--- src/rtl/match_controller.sv ---
// Pong match sequencer: owns the match FSM, both score counters, serve timing and key edge detection.
// Optional pause support is compiled in when MATCH_PAUSE_EN is defined.
module match_controller #(
    parameter int KEYS_W       = 4,
    parameter int WIN_SCORE    = 5,
    parameter int SERVE_FRAMES = 60,
    parameter int POINT_FRAMES = 30,
    parameter int SCORE_W      = $clog2(WIN_SCORE + 1)
) (
    input  logic               clk_i,
    input  logic               rst_ni,
    input  logic [KEYS_W-1:0]  keys_i,
    input  logic               new_frame_i,
    input  logic               player_goal_i,
    input  logic               enemy_goal_i,
    output logic               run_o,
    output logic               serve_o,
    output logic               serve_dir_o,
    output logic [SCORE_W-1:0] player_score_o,
    output logic [SCORE_W-1:0] enemy_score_o,
    output logic               game_over_o,
    output logic               winner_o,
    output logic [2:0]         state_o
);

    typedef enum logic [2:0] {
        IDLE  = 3'd0,
        SERVE = 3'd1,
        PLAY  = 3'd2,
        POINT = 3'd3,
        OVER  = 3'd4,
        PAUSE = 3'd5
    } state_t;

    localparam int MAX_FRAMES = (SERVE_FRAMES > POINT_FRAMES) ? SERVE_FRAMES : POINT_FRAMES;
    localparam int CNT_W      = $clog2(MAX_FRAMES + 1);

    localparam logic [CNT_W-1:0]   SERVE_LOAD = CNT_W'(SERVE_FRAMES);
    localparam logic [CNT_W-1:0]   POINT_LOAD = CNT_W'(POINT_FRAMES);
    localparam logic [CNT_W-1:0]   CNT_ONE    = CNT_W'(1);
    localparam logic [SCORE_W-1:0] WIN_VAL    = SCORE_W'(WIN_SCORE);
    localparam logic [SCORE_W-1:0] SCORE_ONE  = SCORE_W'(1);

    state_t             state_q, state_d;
    logic [CNT_W-1:0]   frame_cnt_q;
    logic [SCORE_W-1:0] player_score_q, enemy_score_q;
    logic               serve_dir_q, winner_q, serve_q, run_q;
    logic               run_d, serve_d;
    logic               start_edge, start_take, expire;
    logic               player_wins, enemy_wins;
    logic               unused_keys;

    assign unused_keys = ^keys_i;

`ifdef MATCH_PAUSE_EN
    logic [1:0] key_q;
    logic       pause_edge;

    // NOTE: sequential state uses non-blocking assignments so every flop samples pre-edge values.
    always_ff @(posedge clk_i or negedge rst_ni) begin
        if (!rst_ni) key_q <= '0;
        else         key_q <= keys_i[3:2];
    end

    assign start_edge = keys_i[2] & ~key_q[0];
    assign pause_edge = keys_i[3] & ~key_q[1];
`else
    logic key_q;

    // NOTE: sequential state uses non-blocking assignments so every flop samples pre-edge values.
    always_ff @(posedge clk_i or negedge rst_ni) begin
        if (!rst_ni) key_q <= 1'b0;
        else         key_q <= keys_i[2];
    end

    assign start_edge = keys_i[2] & ~key_q;
`endif

    assign start_take  = start_edge && (state_q == IDLE || state_q == OVER);
    assign expire      = new_frame_i && (frame_cnt_q == CNT_ONE);
    assign player_wins = (player_score_q + SCORE_ONE) == WIN_VAL;
    assign enemy_wins  = (enemy_score_q + SCORE_ONE) == WIN_VAL;

    always_ff @(posedge clk_i or negedge rst_ni) begin
        if (!rst_ni) state_q <= IDLE;
        else         state_q <= state_d;
    end

    always_comb begin
        // NOTE: default assignment first keeps this block free of inferred latches.
        state_d = state_q;
        case (state_q)
            IDLE:  if (start_edge) state_d = SERVE;
            SERVE: if (expire)     state_d = PLAY;
            PLAY: begin
                if (player_goal_i && enemy_goal_i) state_d = POINT;
                else if (player_goal_i)            state_d = player_wins ? OVER : POINT;
                else if (enemy_goal_i)             state_d = enemy_wins ? OVER : POINT;
`ifdef MATCH_PAUSE_EN
                else if (pause_edge)               state_d = PAUSE;
`endif
            end
            POINT: if (expire)     state_d = SERVE;
            OVER:  if (start_edge) state_d = SERVE;
`ifdef MATCH_PAUSE_EN
            PAUSE: if (pause_edge) state_d = PLAY;
`endif
            default: state_d = IDLE;
        endcase
    end

    // run_o waits one cycle after PLAY entry but drops on the same edge PLAY is left.
    always_comb begin
        run_d   = (state_q == PLAY) && (state_d == PLAY);
        serve_d = (state_q == SERVE) && expire;
    end

    always_ff @(posedge clk_i or negedge rst_ni) begin
        if (!rst_ni) begin
            frame_cnt_q    <= '0;
            player_score_q <= '0;
            enemy_score_q  <= '0;
            serve_dir_q    <= 1'b0;
            winner_q       <= 1'b0;
            serve_q        <= 1'b0;
            run_q          <= 1'b0;
        end else begin
            serve_q <= serve_d;
            run_q   <= run_d;

            // Load on entry wins over a same-cycle frame strobe.
            if (state_d == SERVE && state_q != SERVE)      frame_cnt_q <= SERVE_LOAD;
            else if (state_d == POINT && state_q != POINT) frame_cnt_q <= POINT_LOAD;
            else if (new_frame_i && frame_cnt_q != '0)     frame_cnt_q <= frame_cnt_q - CNT_ONE;

            if (start_take) begin
                player_score_q <= '0;
                enemy_score_q  <= '0;
                serve_dir_q    <= 1'b0;
                winner_q       <= 1'b0;
            end else if (state_q == PLAY && player_goal_i && !enemy_goal_i) begin
                player_score_q <= player_score_q + SCORE_ONE;
                serve_dir_q    <= 1'b0;
                if (player_wins) winner_q <= 1'b1;
            end else if (state_q == PLAY && enemy_goal_i && !player_goal_i) begin
                enemy_score_q <= enemy_score_q + SCORE_ONE;
                serve_dir_q   <= 1'b1;
                if (enemy_wins) winner_q <= 1'b0;
            end
        end
    end

    assign run_o          = run_q;
    assign serve_o        = serve_q;
    assign serve_dir_o    = serve_dir_q;
    assign player_score_o = player_score_q;
    assign enemy_score_o  = enemy_score_q;
    assign game_over_o    = (state_q == OVER);
    assign winner_o       = winner_q;
    assign state_o        = state_q;

endmodule

--- config.mk ---
export PLATFORM = sky130hd
export DESIGN_NAME = match_controller
export DESIGN_NICKNAME = d
export VERILOG_FILES = /design/src/rtl/match_controller.sv
export SDC_FILE = /design/constraint.sdc
export NUM_CORES = 1
export LEC_CHECK = 0
export BUFFER_PORTS_ARGS = -buffer_cell sky130_fd_sc_hd__buf_2
export CAP_MARGIN = 15
export CORE_ASPECT_RATIO = 0.8
export CORE_MARGIN = 8
export CORE_UTILIZATION = 45
export CTS_CLUSTER_DIAMETER = 150
export DETAILED_ROUTE_END_ITERATION = 6
export GPL_TIMING_DRIVEN = 0
export PLACE_DENSITY = 0.77
export SYNTH_ARGS = -nofsm -noshare
export SYNTH_HDL_FRONTEND = slang
export SYNTH_SLANG_ARGS = --single-unit
--- constraint.sdc ---
create_clock -name clk_i -period 2.5 [get_ports clk_i]
set_clock_uncertainty 0.15 [all_clocks]
set_input_delay 0.5 -clock clk_i [delete_from_list [all_inputs] [get_ports clk_i]]
set_output_delay 0.5 -clock clk_i [all_outputs]
set_load 0.005 [all_outputs]
# After elaboration in Yosys (flattened, before gate mapping)
# Index checks and enable logic that the tools add are counted.
dict set report word_totals {
  in_bits 9
  reg_bits 20
  output_inout_bits 14
}
dict set report op_classes {
  mux 25
  add_sub_neg 3
  n_bitwise 2
  n_reduce_logical 25
  n_eq_ne 14
}
# operator n
set ops {}
lappend ops {{$mux 3} 13}
lappend ops {{$mux 6} 3}
lappend ops {{$eq 3x2->1 const B} 4}
lappend ops {{$logic_and 1x1->1} 12}
lappend ops {{$pmux 3 s4} 1}
lappend ops {{$eq 3x3->1 const B} 3}
lappend ops {{$reduce_bool 3->1} 3}
lappend ops {{$mux 1} 8}
lappend ops {{$add 3x1->3 const B} 2}
lappend ops {{$eq 3x1->1 const B} 2}
lappend ops {{$eq 6x1->1 const B} 1}
lappend ops {{$reduce_bool 6->1} 1}
lappend ops {{$sub 6x1->6 const B} 1}
lappend ops {{$reduce_bool 2->1} 2}
lappend ops {{$logic_not 3->1} 1}
lappend ops {{$ne 3x1->1 const B} 1}
lappend ops {{$ne 3x2->1 const B} 1}
lappend ops {{$ne 3x3->1 const B} 1}
lappend ops {{$reduce_and 3->1} 1}
lappend ops {{$logic_not 1->1} 2}
lappend ops {{$ne 2x2->1 const B} 1}
lappend ops {{$reduce_and 2->1} 1}
lappend ops {{$reduce_or 2->1} 1}
lappend ops {{$and 1x1->1} 1}
lappend ops {{other kinds (2)} 2}

# Depth between registers and ports, before layout
# Gate-level depths: netlist of the first run.
dict set report depth {
  word_depth 11
  depth_mapped 6
}

# Worst setup path before layout of the first run
# OpenSTA, ideal clock, no wires.
dict set report synth_path {
  kind {register to register}
  startpoint {register state_q[0] (netlist: state_o[0])}
  endpoint {register winner_q (netlist: winner_o)}
  synth_period_minus_slack_ns 1.759
  t_required_ns 2.223
  stages_incl_launch_ff 6
  path_slack_ns 0.741
  n_path_buf 1
  arrival_time_ns 1.483
  cell_sequence {dfrtp_1 -> or3b_1 -> or3_1 -> buf_2 -> o211ai_2 -> o21ai_1}
}
dict set report synth_between {
  elab_chain_len 5
  elab_cells_between_ends 15
  classes_between {3 x eq/ne; 2 x mux; 10 x reduce/logical}
}
# element line
set synth_lines {}
lappend synth_lines {{start: declaration} 44} ;# state_t state_q, state_d;
lappend synth_lines {{start signal: assignment} 86} ;# else state_q <= state_d;
lappend synth_lines {{$eq 3x3->1 (tied with other cells)} 79} ;# assign start_take = start_edge && (state_q == IDLE || state_q == OVER);
lappend synth_lines {{$logic_or 1x1->1 (tied with other cells)} 79}
lappend synth_lines {{$logic_and 1x1->1 (on tied branches)} {79, 141, 145}}
lappend synth_lines {{$ne 3x3->1 (no line) (tied with other cells)} --}
lappend synth_lines {{$reduce_and 3->1 (no line) / $mux 1 (equally long branches)} --}
lappend synth_lines {{end signal: assignment} 124} ;# winner_q <= 1'b0;
lappend synth_lines {{end signal: assignment} 140} ;# winner_q <= 1'b0;
lappend synth_lines {{end signal: assignment} 144} ;# if (player_wins) winner_q <= 1'b1;
lappend synth_lines {{end: declaration} 47} ;# logic serve_dir_q, winner_q, serve_q, run_q;
# Parallel ways exist; a longest one is shown, timed or not.
# A chain may end at the register's enable or synchronous reset.

# Worst setup path after layout of the first run
dict set report layout_path {
  startpoint {register state_q[0] (netlist: state_o[0])}
  endpoint {register enemy_score_q[1] (netlist: enemy_score_o[1])}
}
dict set report layout_between {
  elab_chain_len 5
  elab_cells_between_ends 13
  classes_between {3 x eq/ne; 1 x mux; 9 x reduce/logical}
}
# element line
set layout_lines {}
lappend layout_lines {{$eq 3x3->1 (tied with other cells)} 79}
lappend layout_lines {{$logic_or 1x1->1 (tied with other cells)} 79}
lappend layout_lines {{$logic_and 1x1->1 (on tied branches)} {79, 141, 145}}
lappend layout_lines {{$ne 2x2->1 (no line) / $reduce_bool 2->1 (equally long branches)} --}
lappend layout_lines {{$reduce_and 2->1 (no line)} --}
lappend layout_lines {{end signal: assignment} 146} ;# enemy_score_q <= enemy_score_q + SCORE_ONE;
lappend layout_lines {{end: declaration} 46} ;# logic [SCORE_W-1:0] player_score_q, enemy_score_q;
# Parallel ways exist; a longest one is shown, timed or not.

==> metrics, run 1 <==
outcome=complete, no violations; Die H=60.47 um; Syn Nets=125; final instance area=1304 um^2; first-pass GRT wire length=4.077 mm; clock buffer depth=2; Slew Viols, Final=0; max_slew headroom=66.77%; synth warn=0; clk root buf=clkbuf_4; slowest stage cell, crit path=dfrtp_1; Main synth FF type=dfrtp_1; Tightest Hold Check Type=in -> reg; number of buffers created by CTS=3; clock sinks=20; Setup crit end kind=flop; M1 WL=1.001 mm; Area Growth Syn to Fin=17.21%; Worst Tran Pin Value=0.4947 ns; post-route minimum period=1.894 ns; Worst setup SP type=flop; die area=4329 um^2; Clk pin slew, worst setup/hold paths=0.11 ns; most frequent cells in the layout=buf_2, dfrtp_1, inv_1; DR vias=879; die extent in x=71.59 um; setup tns final=0 ns; layout cell share with drive strength beyond 1=21.80%; placed cell areas=1241 um^2; Max stage delay on crit path=0.47 ns; met3 wire len=146 um; Vias/cell=5.494; Fillers=230; # DRC=0; GRT Util Overall=11.71%; Post-DRT Antenna Nets=0; Yosys reg bits=20; Cell Rows=16; met2 WL=1.110 mm; CP Max Fanout=7; antenna violations before repair=0; Worst path top cell family by delay=simple AND/OR/NAND/NOR gates; Pwr Density=899.9 nW/um^2; Synth Area per Inst=10.20 um^2; Critical Path AT=1.93 ns; final setup violation count=0; uppermost routed layer=met4; Lkg Pwr=0.6539 nW; DRT Wirelength=2.263 mm; Buf/Inv on CP=1; detailed-route wire length per cell=14.14 um; remaining global-route overflow=0; number of I/O port buffers=19; CTS tree=yes; RSZ-0062 raised after global routing=no; VDD IR max=0.4123 mV; largest net degree at the start of global routing=21; # IOs=23; DP HPWL=1.773 mm; register area share after synthesis=44.99%; share of flip-flops with an asynchronous set or reset=100.0%; GP Congestion=0.8359; total power draw=0.001173 W; max cap viols=0; 1st-iter DRT viols=44; Max Freq=528.1 MHz; Pre-antenna DRT Iters=4; WP data required=2.54 ns; mapped cell area=1112 um^2; ANT cells=0; final hold vios=0; final layout net count=150; starting density of the core=46.30%; vias in the first global route=927; part of the cycle the worst path needs=75.74%; CTS HTree Levels=1; critical path cell sequence=or3b_1 -> or3_1 -> buf_2 -> mux2i_1 -> nor2_1; synthesized instance count=109; count of cell types in the netlist=40; Setup CP Type=reg -> reg; Post-synth EDFFs=0; Clock Latency Late Sink=0.31 ns; Core Box Area=2402 um^2
## where the power goes
group / switching [W] / internal (W) / leakage, nW / total (W)
logic: 0.000202 / 0.000181 / 0.374 / 0.000383
clock network: 0.000103 / 0.000162 / 0.0279 / 0.000265
registers: 0.000111 / 0.000414 / 0.252 / 0.000525
total: 0.000416 / 0.000757 / 0.654 / 0.00117
## final cells by class
cell class	instances	area, um^2	share of cell area (%)
multi-input combinational	76	561.8	43.09
sequential	20	500.5	38.39
timing repair buffer	20	105.1	8.061
inverter	11	41.29	3.167
tap	27	33.78	2.591
clock inverter	1	30.03	2.303
clock buffer	3	22.52	1.727
buffer	2	8.758	0.6718
## synthesized netlist by cell type (2+ instances only)
cell type / number / area share [%]
nand3_1: 6 / 2.7
a21oi_1: 4 / 1.8
xnor2_1: 2 / 1.6
o21ai_0: 3 / 1.3
or3_1: 3 / 1.7
ha_1: 7 / 7.9
nor3b_1: 2 / 1.3
nand2b_1: 2 / 1.1
xor2_1: 3 / 2.4
nand2_1: 6 / 2.0
nor2_1: 6 / 2.0
o211ai_1: 2 / 1.3
a211oi_1: 2 / 1.3
inv_1: 11 / 3.7
dfrtp_1: 20 / 45
nor3_1: 3 / 1.3
mux2i_1: 4 / 3.6
## sequential cells by signal, summed over array words and instances (netlist names), 3 cells and up
register        flops
enemy_score_o       3
frame_cnt_q         6
player_score_o      3
state_o             3
## cells by family after synthesis
| group | count (synthesis) | synth area share [%] |
|---|---|---|
| AOI/OAI and AO/OA | 22 | 13.95 |
| xor gates and xnor gates | 5 | 3.938 |
| adders and majority gates | 7 | 7.874 |
| buffers and inverters | 13 | 4.499 |
| DFF | 20 | 44.99 |
| muxes | 4 | 3.600 |
| and+or+nand+nor | 38 | 21.15 |
## worst paths after layout
path | startpoint | end | slack (ns) | cells past startpoint
worst max-delay path | state_o[0] | enemy_score_o[1] | 0.61 | 5
worst min-delay path | keys_i[2] | key_q | 0.17 | 1
worst max register to register | state_o[0] | enemy_score_o[1] | 0.61 | 5
worst min register to register | serve_dir_o | serve_dir_o | 0.37 | 2
max in group asynchronous | rst_ni | frame_cnt_q[2] | 1.40 | 2
min in group asynchronous | rst_ni | enemy_score_o[1] | 0.49 | 2
## routing by layer
layer | GRT usage [%] | vias to the layer above
li1 | - | 436
met1 | 12.92 | 421
met2 | 20.10 | 20
met3 | 5.281 | 2
met4 | 3.478 | 0
met5 | 0 | -
## repair_timing
action / 4_1_cts / 5_1_grt
endpoints found under the hold margin: 20 / 0
setup buffers: 0 / 0
resized for setup: 0 / 0
setup endpoints to repair: 0 / 0
hold buffers: 1 / 0
## through the flow
stage	utilization, %	hold WS (ns)	instances	setup slack (ns)
CTS	54.27	0.1596	160	0.6151
global route	54.27	0.1537	160	0.4290
floorplan	-	0.05441	109	0.7407
finish	54.27	0.1674	160	0.6065
detailed placement	51.67	0.3187	155	0.6338
global placement	51.67	0.3154	155	0.6498
(Power assumes the default switching activity.)
==> inputs of run 2 (changes only) <==
==> constraint.sdc (replaced) <==
create_clock -name clk_i -period 1.8 [get_ports clk_i]
set_clock_uncertainty 0.15 [all_clocks]
set_input_delay 0.36 -clock clk_i [delete_from_list [all_inputs] [get_ports clk_i]]
set_output_delay 0.36 -clock clk_i [all_outputs]
set_load 0.005 [all_outputs]
==> metrics, run 2 (same netlist as run 1, synthesis figures left out) <==
outcome=complete, no violations; clock sinks=20; GP Congestion=0.8359; DP HPWL=1.773 mm; Clk pin slew, worst setup/hold paths=0.11 ns; Max Freq=560.5 MHz; number of buffers created by CTS=3; Worst setup SP type=flop; CP Max Fanout=5; most frequent cells in the layout=buf_2, dfrtp_1, inv_1; die extent in x=71.59 um; max reg flops=6; # DRC=0; vias in the first global route=959; number of I/O port buffers=19; 1st-iter DRT viols=49; Setup crit end kind=flop; WP data required=1.84 ns; max_slew headroom=67.65%; placed cell areas=1241 um^2; total power draw=0.001756 W; starting density of the core=46.30%; post-route minimum period=1.784 ns; antenna violations before repair=0; max cap viols=0; VDD IR max=0.5752 mV; Pwr Density=1250 nW/um^2; final setup violation count=0; critical path cell sequence=or3b_4 -> or3_4 -> mux2i_1 -> nor2_1; Layout Cells excl Fill=163; part of the cycle the worst path needs=99.12%; Largest Register=frame_cnt_q; CTS HTree Levels=1; Post-DRT Antenna Nets=0; first-pass GRT wire length=4.229 mm; die area=4329 um^2; detailed-route wire length per cell=14.83 um; Core Box Area=2402 um^2; largest net degree at the start of global routing=21; Fillers=215; DRT Wirelength=2.417 mm; Pre-antenna DRT Iters=4; layout cell share with drive strength beyond 1=33.09%; GRT Util Overall=12.13%; Cells after DPL=155; Lkg Pwr=0.6877 nW; CTS tree=yes; # IOs=23; clock buffer depth=2; final layout net count=153; Setup CP Type=reg -> reg; Clock Latency Late Sink=0.31 ns; final hold vios=0; Vias/cell=5.620; Cell Rows=16; ANT cells=0; Die H=60.47 um; Tightest Hold Check Type=in -> reg; clk root buf=clkbuf_4; DR vias=916; commonest non-fill, non-tap cell in the layout=buf_2; Max stage delay on crit path=0.47 ns; slowest stage cell, crit path=dfrtp_2; RSZ-0062 raised after global routing=yes; final instance area=1405 um^2; Slew Viols, Final=0; remaining global-route overflow=0; Area Growth Syn to Fin=26.32%; Worst Tran Pin Value=0.4816 ns; Critical Path AT=1.82 ns
run 2: changes by cell type in the layout (fill, tap and decap cells not counted), moves of 2 or more:
| cell | change |
|---|---|
| ha_1 | -2 |
| nor3b_4 | +2 |
| dfrtp_2 | +3 |
| dfrtp_1 | -3 |
| ha_2 | +2 |
| buf_4 | +3 |
run 2: what timing repair did:
action	CTS	global route
gates resized for setup	6	12
setup buffers	2	2
pin swaps	1	6
cloned	0	0
hold endpoints to repair	20	0
hold buffers	1	0
endpoints found under the setup margin	9	10
run 2: through the flow:
step	setup WS (ns)	util (%)	hold WS, ns	setup TNS, ns
2_1_floorplan	0.04074	-	-0.08559	0
3_3_place_gp	-0.05018	51.67	0.1754	-0.1674
3_5_place_dp	-0.06618	51.67	0.1787	-0.3235
4_1_cts	0.02264	55.63	0.01959	0
5_1_grt	-0.03038	58.49	0.01412	-0.05682
6_report	0.01576	58.49	0.02847	0
run 2: critical path: cells and delay by family (launching register included):
kind,cells,cell delay [ns]
muxes,1,0.16
and+or+nand+nor,3,0.88
DFF,1,0.47
run 2: final cells by class:
type / instances / area (um^2) / area share, %
Tap cell: 27 / 33.78 / 2.404
Buffer: 1 / 3.754 / 0.2671
Inverter: 11 / 41.29 / 2.939
Clock buffer: 3 / 22.52 / 1.603
Multi-Input combinational cell: 76 / 630.6 / 44.88
Clock inverter: 1 / 30.03 / 2.137
Timing Repair Buffer: 24 / 138.9 / 9.884
Sequential cell: 20 / 504.2 / 35.89
run 2: per-layer routing:
layer,wire length (um),track usage (%),up-vias
met3,135,5.116,2
met1,1083,13.40,454
met5,0,0,-
met2,1192,21.02,17
li1,-,-,443
met4,4,3.768,0
run 2: report_power, final:
part	leakage (nW)	switching, W	internal (W)
combinational	0.410	0.000321	0.000322
sequential	0.249	0.000164	0.000582
clock	0.0279	0.000143	0.000225
total	0.688	0.000628	0.00113
run 2: worst paths after layout:
kind | startpoint | to | slack, ns | cells past startpoint
min in group asynchronous | rst_ni | enemy_score_o[1] | 0.35 | 2
max | state_o[0] | enemy_score_o[1] | 0.02 | 4
max reg2reg | state_o[0] | enemy_score_o[1] | 0.02 | 4
min | keys_i[2] | key_q | 0.03 | 1
min reg2reg | serve_dir_o | serve_dir_o | 0.37 | 2
max in group asynchronous | rst_ni | frame_cnt_q[2] | 0.82 | 2
